`config.mk`:
```
export PLATFORM = sky130hd
export DESIGN_NAME = cache_axi_rd_arbiter
export DESIGN_NICKNAME = d
export VERILOG_FILES = /design/src/rtl/cache_axi_rd_arbiter_pkg.sv /design/src/rtl/cache_axi_rd_beat_collector.sv /design/src/rtl/cache_axi_rd_arbiter.sv
export SDC_FILE = /design/constraint.sdc
export NUM_CORES = 1
export LEC_CHECK = 0
export BUFFER_PORTS_ARGS = -buffer_cell sky130_fd_sc_hd__buf_2
export CAP_MARGIN = 10
export CORE_ASPECT_RATIO = 1.5
export CORE_UTILIZATION = 30
export CTS_CLUSTER_SIZE = 8
export DETAILED_ROUTE_END_ITERATION = 12
export GPL_TIMING_DRIVEN = 0
export PLACE_DENSITY = 0.68
export SLEW_MARGIN = 10
export SYNTH_ARGS = -nofsm -noshare
export SYNTH_HDL_FRONTEND = slang
export SYNTH_SLANG_ARGS = --single-unit
```
`constraint.sdc`:
```
create_clock -name clk -period 2 [get_ports clk]
set_clock_uncertainty 0.2 [all_clocks]
set_input_delay 0.4 -clock clk [delete_from_list [all_inputs] [get_ports clk]]
set_output_delay 0.4 -clock clk [all_outputs]
set_load 0.005 [all_outputs]
```
`src/rtl/cache_axi_rd_arbiter_pkg.sv`:
```
// Shared encodings for the cache AXI read arbiter:
// FSM states, requester selects, AXI burst/size codes.
package cache_axi_rd_arbiter_pkg;

  typedef enum logic [1:0] {
    ST_IDLE = 2'd0,
    ST_AR   = 2'd1,
    ST_R    = 2'd2,
    ST_RET  = 2'd3
  } arb_state_t;

  typedef enum logic {
    SEL_ICACHE = 1'b0,
    SEL_DCACHE = 1'b1
  } req_sel_t;

  localparam logic [1:0] AXI_BURST_INCR = 2'b01;
  localparam logic [2:0] AXI_SIZE_4B    = 3'b010;

  // Line requests align to 16 bytes,
  // single-word requests to 4 bytes.
  function automatic logic [31:0] align_addr(
    input logic [31:0] a,
    input logic        line
  );
    return line ? {a[31:4], 4'h0}
                : {a[31:2], 2'b00};
  endfunction

endpackage

```
`src/rtl/cache_axi_rd_beat_collector.sv`:
```
// rd_beat_collector: packs R beats into a line buffer.
// Ports: clk, rst_n, i_clear (zero buffer+count),
//   i_beat/i_data (accepted beat), o_line (packed words).
module rd_beat_collector
  import cache_axi_rd_arbiter_pkg::*;
#(
  parameter int DATA_WIDTH = 32,
  parameter int LINE_WORDS = 4
) (
  input  logic                             clk,
  input  logic                             rst_n,
  input  logic                             i_clear,
  input  logic                             i_beat,
  input  logic [DATA_WIDTH-1:0]            i_data,
  output logic [DATA_WIDTH*LINE_WORDS-1:0] o_line
);

  localparam int CNT_W = $clog2(LINE_WORDS + 1);

  logic [CNT_W-1:0]      r_cnt;
  logic [DATA_WIDTH-1:0] r_buf [LINE_WORDS];
  logic                  w_room;

  // Count saturates at LINE_WORDS so extra
  // beats are dropped instead of wrapping.
  assign w_room = r_cnt < CNT_W'(LINE_WORDS);

  always_ff @(posedge clk or negedge rst_n) begin
    if (!rst_n) begin
      r_cnt <= '0;
    end else if (i_clear) begin
      r_cnt <= '0;
    end else if (i_beat && w_room) begin
      r_cnt <= r_cnt + CNT_W'(1);
    end
  end

  always_ff @(posedge clk or negedge rst_n) begin
    if (!rst_n) begin
      for (int i = 0; i < LINE_WORDS; i++)
        r_buf[i] <= '0;
    end else if (i_clear) begin
      for (int i = 0; i < LINE_WORDS; i++)
        r_buf[i] <= '0;
    end else if (i_beat && w_room) begin
      for (int i = 0; i < LINE_WORDS; i++)
        if (r_cnt == CNT_W'(i))
          r_buf[i] <= i_data;
    end
  end

  for (genvar g = 0; g < LINE_WORDS; g++) begin : g_line
    assign o_line[g*DATA_WIDTH +: DATA_WIDTH] = r_buf[g];
  end

endmodule

```
`src/rtl/cache_axi_rd_arbiter.sv`:
```
// cache_axi_rd_arbiter: round-robin share of one AXI read
// channel between ICache and DCache refills, one txn in flight.
// Ports: clk/resetn; icache_rd_* / dcache_rd_* request side;
//   *_ret_valid/*_ret_data line return; ar*/r* AXI master.
module cache_axi_rd_arbiter
  import cache_axi_rd_arbiter_pkg::*;
#(
  parameter int DATA_WIDTH = 32,
  parameter int LINE_WORDS = 4,
  parameter int ID_WIDTH   = 4,
  parameter int ICACHE_ID  = 0,
  parameter int DCACHE_ID  = 1
) (
  input  logic                             clk,
  input  logic                             resetn,

  input  logic                             icache_rd_req,
  input  logic [31:0]                      icache_rd_addr,
  output logic                             icache_rd_rdy,
  output logic                             icache_ret_valid,
  output logic [DATA_WIDTH*LINE_WORDS-1:0] icache_ret_data,

  input  logic                             dcache_rd_req,
  input  logic                             dcache_rd_type,
  input  logic [31:0]                      dcache_rd_addr,
  output logic                             dcache_rd_rdy,
  output logic                             dcache_ret_valid,
  output logic [DATA_WIDTH*LINE_WORDS-1:0] dcache_ret_data,

  output logic [ID_WIDTH-1:0]              arid,
  output logic [31:0]                      araddr,
  output logic [7:0]                       arlen,
  output logic [2:0]                       arsize,
  output logic [1:0]                       arburst,
  output logic                             arvalid,
  input  logic                             arready,

  input  logic [ID_WIDTH-1:0]              rid,
  input  logic [DATA_WIDTH-1:0]            rdata,
  input  logic [1:0]                       rresp,
  input  logic                             rlast,
  input  logic                             rvalid,
  output logic                             rready
);

  localparam logic [7:0] LINE_LEN = 8'(LINE_WORDS - 1);
  localparam logic [ID_WIDTH-1:0] I_ID = ID_WIDTH'(ICACHE_ID);
  localparam logic [ID_WIDTH-1:0] D_ID = ID_WIDTH'(DCACHE_ID);

  arb_state_t          r_state;
  arb_state_t          w_state_nxt;
  req_sel_t            r_sel;
  req_sel_t            r_rr;
  req_sel_t            w_win;
  logic [31:0]         r_araddr;
  logic [7:0]          r_arlen;
  logic [ID_WIDTH-1:0] r_arid;

  logic                w_any_req;
  logic                w_ar_hs;
  logic                w_beat;
  logic                w_ret;
  logic [31:0]         w_win_addr;
  logic [7:0]          w_win_len;
  logic [ID_WIDTH-1:0] w_win_id;
  logic [DATA_WIDTH*LINE_WORDS-1:0] w_line;
  logic                w_unused_r;

  // rid/rresp are not checked: one txn is in flight,
  // and error beats still return their data.
  assign w_unused_r = ^{rid, rresp};

  assign w_any_req = icache_rd_req | dcache_rd_req;

  always_comb begin
    w_win = SEL_ICACHE;
    unique case (1'b1)
      (icache_rd_req & dcache_rd_req):  w_win = r_rr;
      (dcache_rd_req & ~icache_rd_req): w_win = SEL_DCACHE;
      (icache_rd_req & ~dcache_rd_req): w_win = SEL_ICACHE;
      default:                          w_win = SEL_ICACHE;
    endcase
  end

  always_comb begin
    w_win_addr = align_addr(icache_rd_addr, 1'b1);
    w_win_len  = LINE_LEN;
    w_win_id   = I_ID;
    if (w_win == SEL_DCACHE) begin
      w_win_addr = align_addr(dcache_rd_addr,
                              dcache_rd_type);
      w_win_len  = dcache_rd_type ? LINE_LEN : 8'd0;
      w_win_id   = D_ID;
    end
  end

  always_comb begin
    w_state_nxt = r_state;
    unique case (r_state)
      ST_IDLE: if (w_any_req)       w_state_nxt = ST_AR;
      ST_AR:   if (arready)         w_state_nxt = ST_R;
      ST_R:    if (rvalid && rlast) w_state_nxt = ST_RET;
      ST_RET:                       w_state_nxt = ST_IDLE;
      default:                      w_state_nxt = ST_IDLE;
    endcase
  end

  always_ff @(posedge clk or negedge resetn) begin
    if (!resetn) begin
      r_state <= ST_IDLE;
    end else begin
      r_state <= w_state_nxt;
    end
  end

  // AR fields are captured once at grant so they
  // stay stable while arvalid waits for arready.
  always_ff @(posedge clk or negedge resetn) begin
    if (!resetn) begin
      r_sel    <= SEL_ICACHE;
      r_araddr <= '0;
      r_arlen  <= '0;
      r_arid   <= '0;
    end else if (r_state == ST_IDLE && w_any_req) begin
      r_sel    <= w_win;
      r_araddr <= w_win_addr;
      r_arlen  <= w_win_len;
      r_arid   <= w_win_id;
    end
  end

  always_ff @(posedge clk or negedge resetn) begin
    if (!resetn) begin
      r_rr <= SEL_DCACHE;
    end else if (r_state == ST_RET) begin
      r_rr <= (r_sel == SEL_DCACHE) ? SEL_ICACHE
                                    : SEL_DCACHE;
    end
  end

  assign arvalid = (r_state == ST_AR);
  assign araddr  = r_araddr;
  assign arlen   = r_arlen;
  assign arid    = r_arid;
  assign arsize  = AXI_SIZE_4B;
  assign arburst = AXI_BURST_INCR;

  assign w_ar_hs       = arvalid & arready;
  assign icache_rd_rdy = w_ar_hs & (r_sel == SEL_ICACHE);
  assign dcache_rd_rdy = w_ar_hs & (r_sel == SEL_DCACHE);

  assign rready = (r_state == ST_R);
  assign w_beat = rvalid & rready;
  assign w_ret  = (r_state == ST_RET);

  rd_beat_collector #(
    .DATA_WIDTH (DATA_WIDTH),
    .LINE_WORDS (LINE_WORDS)
  ) u_collect (
    .clk     (clk),
    .rst_n   (resetn),
    .i_clear (w_ret),
    .i_beat  (w_beat),
    .i_data  (rdata),
    .o_line  (w_line)
  );

  assign icache_ret_valid = w_ret & (r_sel == SEL_ICACHE);
  assign dcache_ret_valid = w_ret & (r_sel == SEL_DCACHE);

  // Buffer is only exposed to the port being answered.
  assign icache_ret_data = icache_ret_valid ? w_line : '0;
  assign dcache_ret_data = dcache_ret_valid ? w_line : '0;

endmodule

```
==> impl_metrics.py, run 1 <==
metrics = {
    "global_route": {
        "grt_first_pass_wirelength_um": 56400,
        "antenna_found_initial": 2,
        "grt_pass1_vias": 9300,
        "overflow": 0,
        "track_usage": 0.250,
        "grt_max_degree": 98,
    },
    "logic_synthesis": {
        "yosys.area.top_type": "dfrtp_1",
        "ys_seq_area_frac": 0.459,
        "yosys-top-cells-area": "dfrtp_1 46%, nand2_1 11%, and2_1 8.9%",
        "synth.top_cell.area_share": 0.456,
        "ys_ff_latch": 166,
        "netlist_area_um2": 9050,
        "synthesis.instances": 1096,
        "ys_warn_count": 0,
        "avgSynthCellArea_um2": 8.26,
        "ys_types": 34,
    },
    "cts": {
        "cts_tree": "done",
        "clock_path_buffers": 2,
        "cts_sinks": 166,
        "cts_made_buffers": 17,
        "clk_pin_slew_ns": 0.07,
        "h-tree-depth": 4,
        "cts_root_buf": "clkbuf_16",
        "clock_latency_ns": 0.44,
    },
    "place": {
        "placed_area_um2": 11600,
        "place.gp.congestion": 0.914,
        "portBuffers": 392,
        "dp_hpwl_um": 29000,
    },
    "run": {
        "cap_viol_max_count": 0,
    },
    "critical_path": {
        "start_kind": "register",
        "endpoint_kind": "primary output",
        "slowest_delay_ns": 0.39,
        "crit_arrival_ns": 1.93,
        "critPathRequiredTime_ns": 1.40,
        "critPathMaxFanout": 10,
        "worstPathCellList": "ha_4, clkinv_4, nor2_4, buf_6, buf_12, buf_8, and2_1, buf_2",
        "path_class": "reg -> out",
        "cp_slowest_cell": "dfrtp_1",
    },
    "timing": {
        "layout_setup_ws_ns": -0.525,
        "max_freq_ghz": 0.396,
        "slew_viol_final": 0,
        "finalHoldWorstSlack_ns": 0.0231,
        "final-setup-viol-count": 333,
        "hold_violations": 0,
        "period_needed_ns": 2.53,
        "worst_pin_slew_ns": 0.566,
        "rsz0062_at_grt": "yes",
        "max_slew_margin": 0.623,
        "period_share": 1.26,
    },
    "power_and_ir_drop": {
        "powerDensity_nw_per_um2": 1140,
        "p_leak_uw": 0.00758,
        "max-vdd-ir-drop_mv": 0.731,
        "finalPower_uw": 17400,
    },
    "route": {
        "vias": 10126,
        "drtPass1Iterations": 5,
        "routed_wirelength_um": 41800,
        "drc": 0,
        "ant_nets": 0,
        "wl_per_cell_um": 20.9,
        "drt_iter0_markers": 657,
        "vias_per_cell": 5.07,
    },
    "die": {
        "dieWidth_um": 144,
        "die_h_um": 215,
        "die_area_um2": 30900,
        "ios": 421,
        "floorplan.initialDensity": 0.306,
        "num_rows": 77,
        "core_um2": 29600,
    },
    "status": {
        "violations": "negative setup slack",
        "status": "finished, violations left",
    },
    "final_layout": {
        "fillCellCount": 2647,
        "stdcell_area_um2": 15300,
        "antenna_cells": 0,
        "utilization": 0.518,
        "layout_commonest_cell": "buf_2",
        "syn_to_final_growth_pct": 69.5,
        "drive_above_1_share": 0.486,
        "nNetsFinal": 1710,
        "layout_common_cells": "273 x buf_2, 253 x nand2_1, 164 x dfrtp_1, 155 x buf_6, 138 x a21oi_1",
    },
    "worst_hold_path": {
        "hold_path.class": "in -> reg",
    },
}
==> final timing paths <==
check | endpoint | startpoint | slack, ns | depth (start not counted)
worst max-delay path | icache_ret_data[39] | r_state[1]$_DFFE_PN0P_ | -0.53 | 8
worst min-delay path | araddr[19]$_DFFE_PN0P_ | icache_rd_addr[19] | 0.02 | 3
worst max register to register | u_collect.o_line[107]$_DFFE_PN0P_ | r_state[1]$_DFFE_PN0P_ | -0.08 | 8
worst min register to register | araddr[2]$_DFFE_PN0P_ | araddr[2]$_DFFE_PN0P_ | 0.30 | 1
max in group asynchronous | r_sel$_DFFE_PN0P_ | resetn | 0.39 | 3
min in group asynchronous | u_collect.o_line[36]$_DFFE_PN0P_ | resetn | 0.30 | 2
==> Yosys cell counts <==
master,n
inv_2,2
ha_1,9
nor4b_4,1
nor2b_1,1
mux2_1,1
mux2i_1,1
buf_6,6
buf_2,28
clkbuf_1,46
o21ai_1,29
nand3b_1,2
and3_1,129
buf_4,41
inv_1,5
a21o_1,1
xnor2_1,1
and2_1,129
dfstp_2,1
nand2b_1,1
and4b_1,4
nand4b_1,4
conb_1,2
o21a_1,1
o32a_1,1
and2b_1,1
a31oi_1,28
dfrtp_1,165
a22o_1,2
a221oi_2,1
nor2_1,35
a32o_1,1
nand2_1,258
buf_1,2
a21oi_1,157
==> routing by layer <==
metal,GRT usage,vias to the layer above,share of wire
met2,0.461,462,0.54
met1,0.289,4972,0.38
met4,0.0837,2,0.031
met3,0.0350,81,0.049
met5,0,-,0.00031
li1,-,4609,-
==> flip-flops by register name (all words and copies together), names as in the netlist <==
| signal | count |
|---|---|
| r_state | 2 |
| araddr | 30 |
| r_sel | 1 |
| u_collect.o_line | 128 |
| u_collect.r_cnt | 3 |
| r_rr | 1 |
| arlen | 1 |
==> stage by stage <==
step	TNS (ns)	instances	setup WS, ns
after floorplan	0	1110	0.0683
after global placement	-522.73	1897	-2.28
after detailed placement	-155.75	1898	-0.759
after CTS	-127.92	1972	-0.582
after global routing	-146.28	1999	-0.621
final	-117.07	1999	-0.525
==> cells by family after synthesis <==
kind of cell,count (synthesis),synth area share
adders and majority gates,9,0.0124
muxes,2,0.00235
AOI/OAI and AO/OA,221,0.130
xor gates and xnor gates,1,0.000968
and+or+nand+nor,565,0.315
buffers and inverters,130,0.0798
other,2,0.000830
DFF,166,0.459
==> repair_timing <==
item / 4_1_cts / 5_1_grt
buffers inserted: 28 / 15
resized for setup: 188 / 365
pin swaps: 18 / 8
setup endpoints to repair: 391 / 356
hold buffers: 6 / 0
cloned: 9 / 17
endpoints found under the hold margin: 74 / 0
==> worst max-delay path, delay by kind of cell (launching register included) <==
kind,cells,cell delay [ns]
adders and majority gates,1,0.21
buffers and inverters,5,0.61
and+or+nand+nor,2,0.27
DFF,1,0.39
==> where the power goes <==
part           internal, uW  total [uW]  switching [uW]
Combinational          4290        8810            4520
Clock                  1900        3480            1580
Sequential             4300        5160             859
Total                 10500       17400            6950
==> cell type report <==
cell class	instances	area [um^2]	area share
multi-input combinational	814	4920	0.321
buffer	117	1170	0.0765
tap	395	494	0.0322
clock inverter	15	184	0.0120
sequential	166	4160	0.271
timing repair buffer	468	3940	0.257
clock buffer	17	425	0.0277
inverter	7	36.3	0.00237
Power figures use the tool's default switching activity.
==> run 2: changes to the inputs <==
--- a/config.mk
+++ b/config.mk
@@ -13,6 +13,7 @@
 export DETAILED_ROUTE_END_ITERATION = 12
 export GPL_TIMING_DRIVEN = 0
 export PLACE_DENSITY = 0.68
+export SKIP_CTS_REPAIR_TIMING = 1
 export SLEW_MARGIN = 10
 export SYNTH_ARGS = -nofsm -noshare
 export SYNTH_HDL_FRONTEND = slang
==> run 2 against run 1 <==
Compared with the run above:
- the run still ends with negative setup slack left
- non-clock buffer count shrank 39
- cell area shrank 9.0%
- maximum frequency shrank 5.3%
- combinational power shrank 18%
- power shrank 9.1%
- critical path depth is the same
- critical endpoint is now icache_ret_data[55]
- largest power group unchanged
==> impl_metrics.py, run 2 (synthesized netlist as in run 1, its figures left out) <==
metrics = {
    "critical_path": {
        "ff2ff_setup_slack_ns": -0.15,
        "reg2reg_from": "r_state[0]$_DFFE_PN0P_",
        "reg2reg_to": "u_collect.o_line[77]$_DFFE_PN0P_",
        "critPathRequiredTime_ns": 1.40,
        "path_class": "reg -> out",
        "start_kind": "register",
        "rr_worst_depth": 7,
        "critPathMaxFanout": 10,
        "endpoint_kind": "primary output",
        "crit_arrival_ns": 2.07,
    },
    "timing": {
        "tns_ns": -152.09,
        "period_needed_ns": 2.67,
        "worst_pin_slew_ns": 0.739,
        "max_slew_margin": 0.507,
        "layout_setup_ws_ns": -0.667,
        "hold_violations": 0,
        "max_freq_ghz": 0.375,
        "period_share": 1.33,
        "slew_viol_final": 0,
        "final-setup-viol-count": 385,
        "rsz0062_at_grt": "yes",
    },
    "cts": {
        "clock_path_buffers": 2,
        "cts_made_buffers": 17,
        "h-tree-depth": 4,
        "clock_latency_ns": 0.44,
        "cts_root_buf": "clkbuf_16",
        "clk_pin_slew_ns": 0.07,
        "cts_sinks": 166,
        "cts_tree": "done",
    },
    "die": {
        "die_h_um": 215,
        "dieWidth_um": 144,
        "ios": 421,
        "num_rows": 77,
        "core_um2": 29600,
        "die_area_um2": 30900,
        "floorplan.initialDensity": 0.306,
    },
    "final_layout": {
        "nNetsFinal": 1671,
        "layout_common_cells": "324 x buf_2, 258 x nand2_1, 164 x dfrtp_1, 157 x a21oi_1, 107 x buf_6",
        "layout_commonest_cell": "buf_2",
        "largest_reg_flops": 128,
        "drive_above_1_share": 0.418,
        "syn_to_final_growth_pct": 54.3,
        "fin_cells": 1962,
        "utilization": 0.472,
        "fillCellCount": 2769,
    },
    "run": {
        "cap_viol_max_count": 0,
    },
    "global_route": {
        "grt_max_degree": 98,
        "antenna_found_initial": 1,
        "grt_first_pass_wirelength_um": 53900,
        "grt_pass1_vias": 8969,
        "track_usage": 0.238,
        "overflow": 0,
    },
    "worst_hold_path": {
        "min_to": "araddr[3]$_DFFE_PN0P_",
        "hold_path.class": "in -> reg",
        "holdCritStartpoint": "dcache_rd_addr[3]",
        "min_path_cells": 2,
    },
    "power_and_ir_drop": {
        "powerDensity_nw_per_um2": 1140,
        "p_leak_uw": 0.00717,
        "max-vdd-ir-drop_mv": 0.649,
        "finalPower_uw": 15800,
    },
    "route": {
        "wl_per_cell_um": 20.1,
        "vias": 9704,
        "vias_per_cell": 4.95,
        "ant_nets": 0,
        "routed_wirelength_um": 39500,
        "drtPass1Iterations": 5,
        "drc": 0,
        "drt_iter0_markers": 495,
    },
    "place": {
        "place_ws_ns": -0.759,
        "portBuffers": 392,
        "dp_cells": 1898,
        "dp_hpwl_um": 29000,
        "place.gp.congestion": 0.914,
    },
    "status": {
        "violations": "negative setup slack",
        "status": "finished, violations left",
    },
}
-- run 2: worst max path at each step --
stage / start / end / slack, ns / cells past startpoint
after floorplan: r_state[0]$_DFFE_PN0P_ / icache_ret_data[69] / 0.07 / 7
after detailed placement: r_sel$_DFFE_PN0P_ / dcache_ret_data[120] / -0.76 / 4
after global placement: resetn / araddr[25]$_DFFE_PN0P_ / -2.28 / 1
final: r_state[0]$_DFFE_PN0P_ / icache_ret_data[55] / -0.67 / 8
after CTS: r_sel$_DFFE_PN0P_ / dcache_ret_data[120] / -1.24 / 4
after global routing: r_state[0]$_DFFE_PN0P_ / icache_ret_data[50] / -0.75 / 8
-- run 2: metrics by stage --
step                instance area, um^2  hold WS [ns]
floorplan                          9100       -0.0956
global placement                  11600         0.283
detailed placement                11600         0.188
CTS                               12200        -0.284
global route                      14000       0.00644
finish                            14000        0.0163
-- run 2: where the power goes --
part           switching [uW]  internal (uW)  leakage [uW]  total [uW]
clock network            1580           1900      0.000298        3480
logic                    4010           3220       0.00467        7230
registers                 846           4300       0.00220        5140
-- run 2: cell type report --
cell class,instances,area [um^2],area share
well taps,395,494,0.0354
clock buffers,17,425,0.0305
inverters,7,33.8,0.00242
plain buffers,123,950,0.0680
repair buffers,423,3080,0.221
clock inverters,15,184,0.0132
flip-flops and latches,166,4160,0.298
multi-input cells,814,4630,0.332
diodes,2,5.00,0.000358
-- run 2: critical path, stage by stage (launching register included) --
cell and delay, ns:
dfrtp_1 0.40, ha_2 0.21, buf_12 0.14, inv_8 0.03
nor2_4 0.18, clkbuf_16 0.25, buf_8 0.14, and2_1 0.16
buf_2 0.12
-- run 2: metal layers --
layer | global-route usage | vias up | wire (um)
met1 | 0.277 | 4675 | 15200
met2 | 0.439 | 441 | 21300
met4 | 0.0777 | 2 | 1000
met3 | 0.0343 | 65 | 2000
met5 | 0 | - | 11
li1 | - | 4521 | -
==> run 3: changes to the inputs <==
--- a/config.mk
+++ b/config.mk
@@ -7,12 +7,12 @@
 export LEC_CHECK = 0
 export BUFFER_PORTS_ARGS = -buffer_cell sky130_fd_sc_hd__buf_2
 export CAP_MARGIN = 10
-export CORE_ASPECT_RATIO = 1.5
-export CORE_UTILIZATION = 30
+export CORE_AREA = 2 2 163 165
 export CTS_CLUSTER_SIZE = 8
 export DETAILED_ROUTE_END_ITERATION = 12
+export DIE_AREA = 0 0 165 167
 export GPL_TIMING_DRIVEN = 0
-export PLACE_DENSITY = 0.68
+export PLACE_DENSITY = 0.75
 export SKIP_CTS_REPAIR_TIMING = 1
 export SLEW_MARGIN = 10
 export SYNTH_ARGS = -nofsm -noshare
==> run 3 against run 2 <==
Compared with the run above:
- the flow finishes with violations (negative hold slack, negative setup slack)
- routed wire length is 4.3% lower
- critical endpoint is now icache_ret_data[95]
- clock-buffer cell count stayed put
- via count is 0.61% higher
- non-clock buffer count is 5 lower
- cell area shrank 5.7%
- sequential power shrank 1%
- clock power is 5% lower
- power fell by 3.8%
==> impl_metrics.py, run 3 (synthesized netlist as in run 1, its figures left out) <==
metrics = {
    "cts": {
        "cts_tree": "done",
        "h-tree-depth": 4,
        "cts_sinks": 166,
        "clk_pin_slew_ns": 0.08,
        "clock_latency_ns": 0.43,
        "clock_path_buffers": 2,
        "cts_made_buffers": 17,
        "cts_root_buf": "clkbuf_16",
    },
    "critical_path": {
        "worstSetupStartpoint": "r_state[0]$_DFFE_PN0P_",
        "start_kind": "register",
        "reg2reg_from": "r_state[0]$_DFFE_PN0P_",
        "crit_arrival_ns": 2.05,
        "worstPathCellList": "ha_2, buf_12, inv_6, nor2_4, buf_12, clkbuf_16, clkbuf_16, and2_4, buf_2",
        "critPathMaxFanout": 6,
        "endpoint_kind": "primary output",
        "slowest_delay_ns": 0.42,
        "cp_slowest_cell": "dfrtp_1",
        "path_class": "reg -> out",
        "critPathRequiredTime_ns": 1.40,
        "ff2ff_setup_slack_ns": 0.03,
    },
    "route": {
        "wl_met3_um": 2670,
        "wl_per_cell_um": 19.9,
        "vias_per_cell": 5.15,
        "vias": 9763,
        "ant_nets": 0,
        "routed_wirelength_um": 37800,
        "drt_iter0_markers": 745,
        "drtPass1Iterations": 5,
        "m1WireLength_um": 14900,
        "highest_layer": "met5",
        "drc": 0,
        "route.met2.wl_um": 19100,
    },
    "final_layout": {
        "fillCellCount": 2445,
        "layout_common_cells": "381 x buf_2, 258 x nand2_1, 164 x dfrtp_1, 157 x a21oi_1, 120 x and3_1",
        "fin_cells": 1896,
        "drive_above_1_share": 0.410,
        "largest_reg_flops": 128,
        "ff_latch_area_um2": 4160,
        "syn_to_final_growth_pct": 45.4,
        "nNetsFinal": 1666,
        "layout_commonest_cell": "buf_2",
        "multi_input_area_um2": 4440,
    },
    "worst_hold_path": {
        "holdCritStartpoint": "dcache_rd_addr[3]",
        "hold_path.class": "in -> reg",
    },
    "global_route": {
        "track_usage": 0.258,
        "grt_pass1_vias": 9007,
        "antenna_found_initial": 2,
        "overflow": 0,
        "grt_max_degree": 105,
        "grt_first_pass_wirelength_um": 53200,
    },
    "timing": {
        "worst_pin_slew_ns": 0.804,
        "rsz0062_at_grt": "yes",
        "max_freq_ghz": 0.378,
        "hold_violations": 2,
        "finalHoldWorstSlack_ns": -0.00267,
        "slew_viol_final": 0,
        "period_needed_ns": 2.65,
        "tns_ns": -135.67,
        "layout_setup_ws_ns": -0.649,
        "max_slew_margin": 0.464,
        "period_share": 1.32,
        "final-setup-viol-count": 260,
    },
    "power_and_ir_drop": {
        "finalPower_uw": 15200,
        "p_leak_uw": 0.00725,
        "powerDensity_nw_per_um2": 1160,
        "max-vdd-ir-drop_mv": 0.807,
    },
    "die": {
        "dieWidth_um": 165,
        "floorplan.initialDensity": 0.351,
        "die_area_um2": 27600,
        "ios": 421,
        "num_rows": 59,
        "core_um2": 25800,
        "die_h_um": 167,
    },
    "place": {
        "portBuffers": 392,
        "place.gp.congestion": 0.851,
        "dp_cells": 1838,
        "dp_hpwl_um": 28200,
    },
    "status": {
        "status": "finished, violations left",
        "violations": "negative hold slack, negative setup slack",
    },
    "run": {
        "cap_viol_max_count": 0,
    },
}
==> run 3: cell count changes in the layout (fill, tap and decap cells not counted), moves of 7 or more <==
| cell | delta |
|---|---|
| clkbuf_4 | +9 |
| and3_1 | +55 |
| and3_4 | -55 |
| buf_6 | -60 |
| clkbuf_1 | -15 |
| buf_2 | +57 |
| and2_4 | +27 |
| buf_4 | +10 |
| clkbuf_16 | -7 |
| and2_1 | -27 |
==> run 3: layer usage <==
metal  global-route usage  vias to the layer above
li1                     -                     4508
met1                0.319                     4718
met2                0.450                      478
met3               0.0431                       57
met4               0.0907                        2
met5                    0                        -
==> run 3: worst paths after layout <==
kind | to | cells after the start
worst max-delay path | icache_ret_data[95] | 9
worst min-delay path | araddr[3]$_DFFE_PN0P_ | 2
worst max register to register | u_collect.o_line[88]$_DFFE_PN0P_ | 6
worst min register to register | araddr[3]$_DFFE_PN0P_ | 1
max in group asynchronous | r_rr$_DFFE_PN1P_ | 3
min in group asynchronous | u_collect.o_line[99]$_DFFE_PN0P_ | 2
==> run 3: through the flow <==
step,setup WS [ns],utilization,hold slack (ns),cell area [um^2]
2_1_floorplan,0.0683,-,-0.0956,9100
3_3_place_gp,-2.34,0.446,0.280,11500
3_5_place_dp,-0.879,0.447,0.284,11500
4_1_cts,-1.35,0.470,-0.150,12100
5_1_grt,-0.686,0.511,0.00947,13200
6_report,-0.649,0.511,-0.00267,13200
==> run 3: final cells by class <==
| class | count | share of cell area |
|---|---|---|
| multi-input combinational | 814 | 0.337 |
| sequential | 166 | 0.316 |
| timing repair buffer | 422 | 0.192 |
| buffer | 119 | 0.0767 |
| clock buffer | 17 | 0.0323 |
| tap | 335 | 0.0319 |
| clock inverter | 15 | 0.0120 |
| inverter | 7 | 0.00238 |
| antenna | 1 | 0.000190 |
==> run 3: critical path, delay by kind of cell (launching register included) <==
family | cells | cell delay, ns
adder cells (fa/ha/maj) | 1 | 0.20
buffers and inverters | 6 | 0.80
flip-flops | 1 | 0.42
AND/OR/NAND/NOR | 2 | 0.19
==> run 3: where the power goes <==
group / internal, uW / leakage, uW / switching, uW / total (uW)
Sequential: 4300 / 0.00220 / 789 / 5080
Combinational: 2960 / 0.00478 / 3880 / 6840
Clock: 1670 / 0.000277 / 1650 / 3320
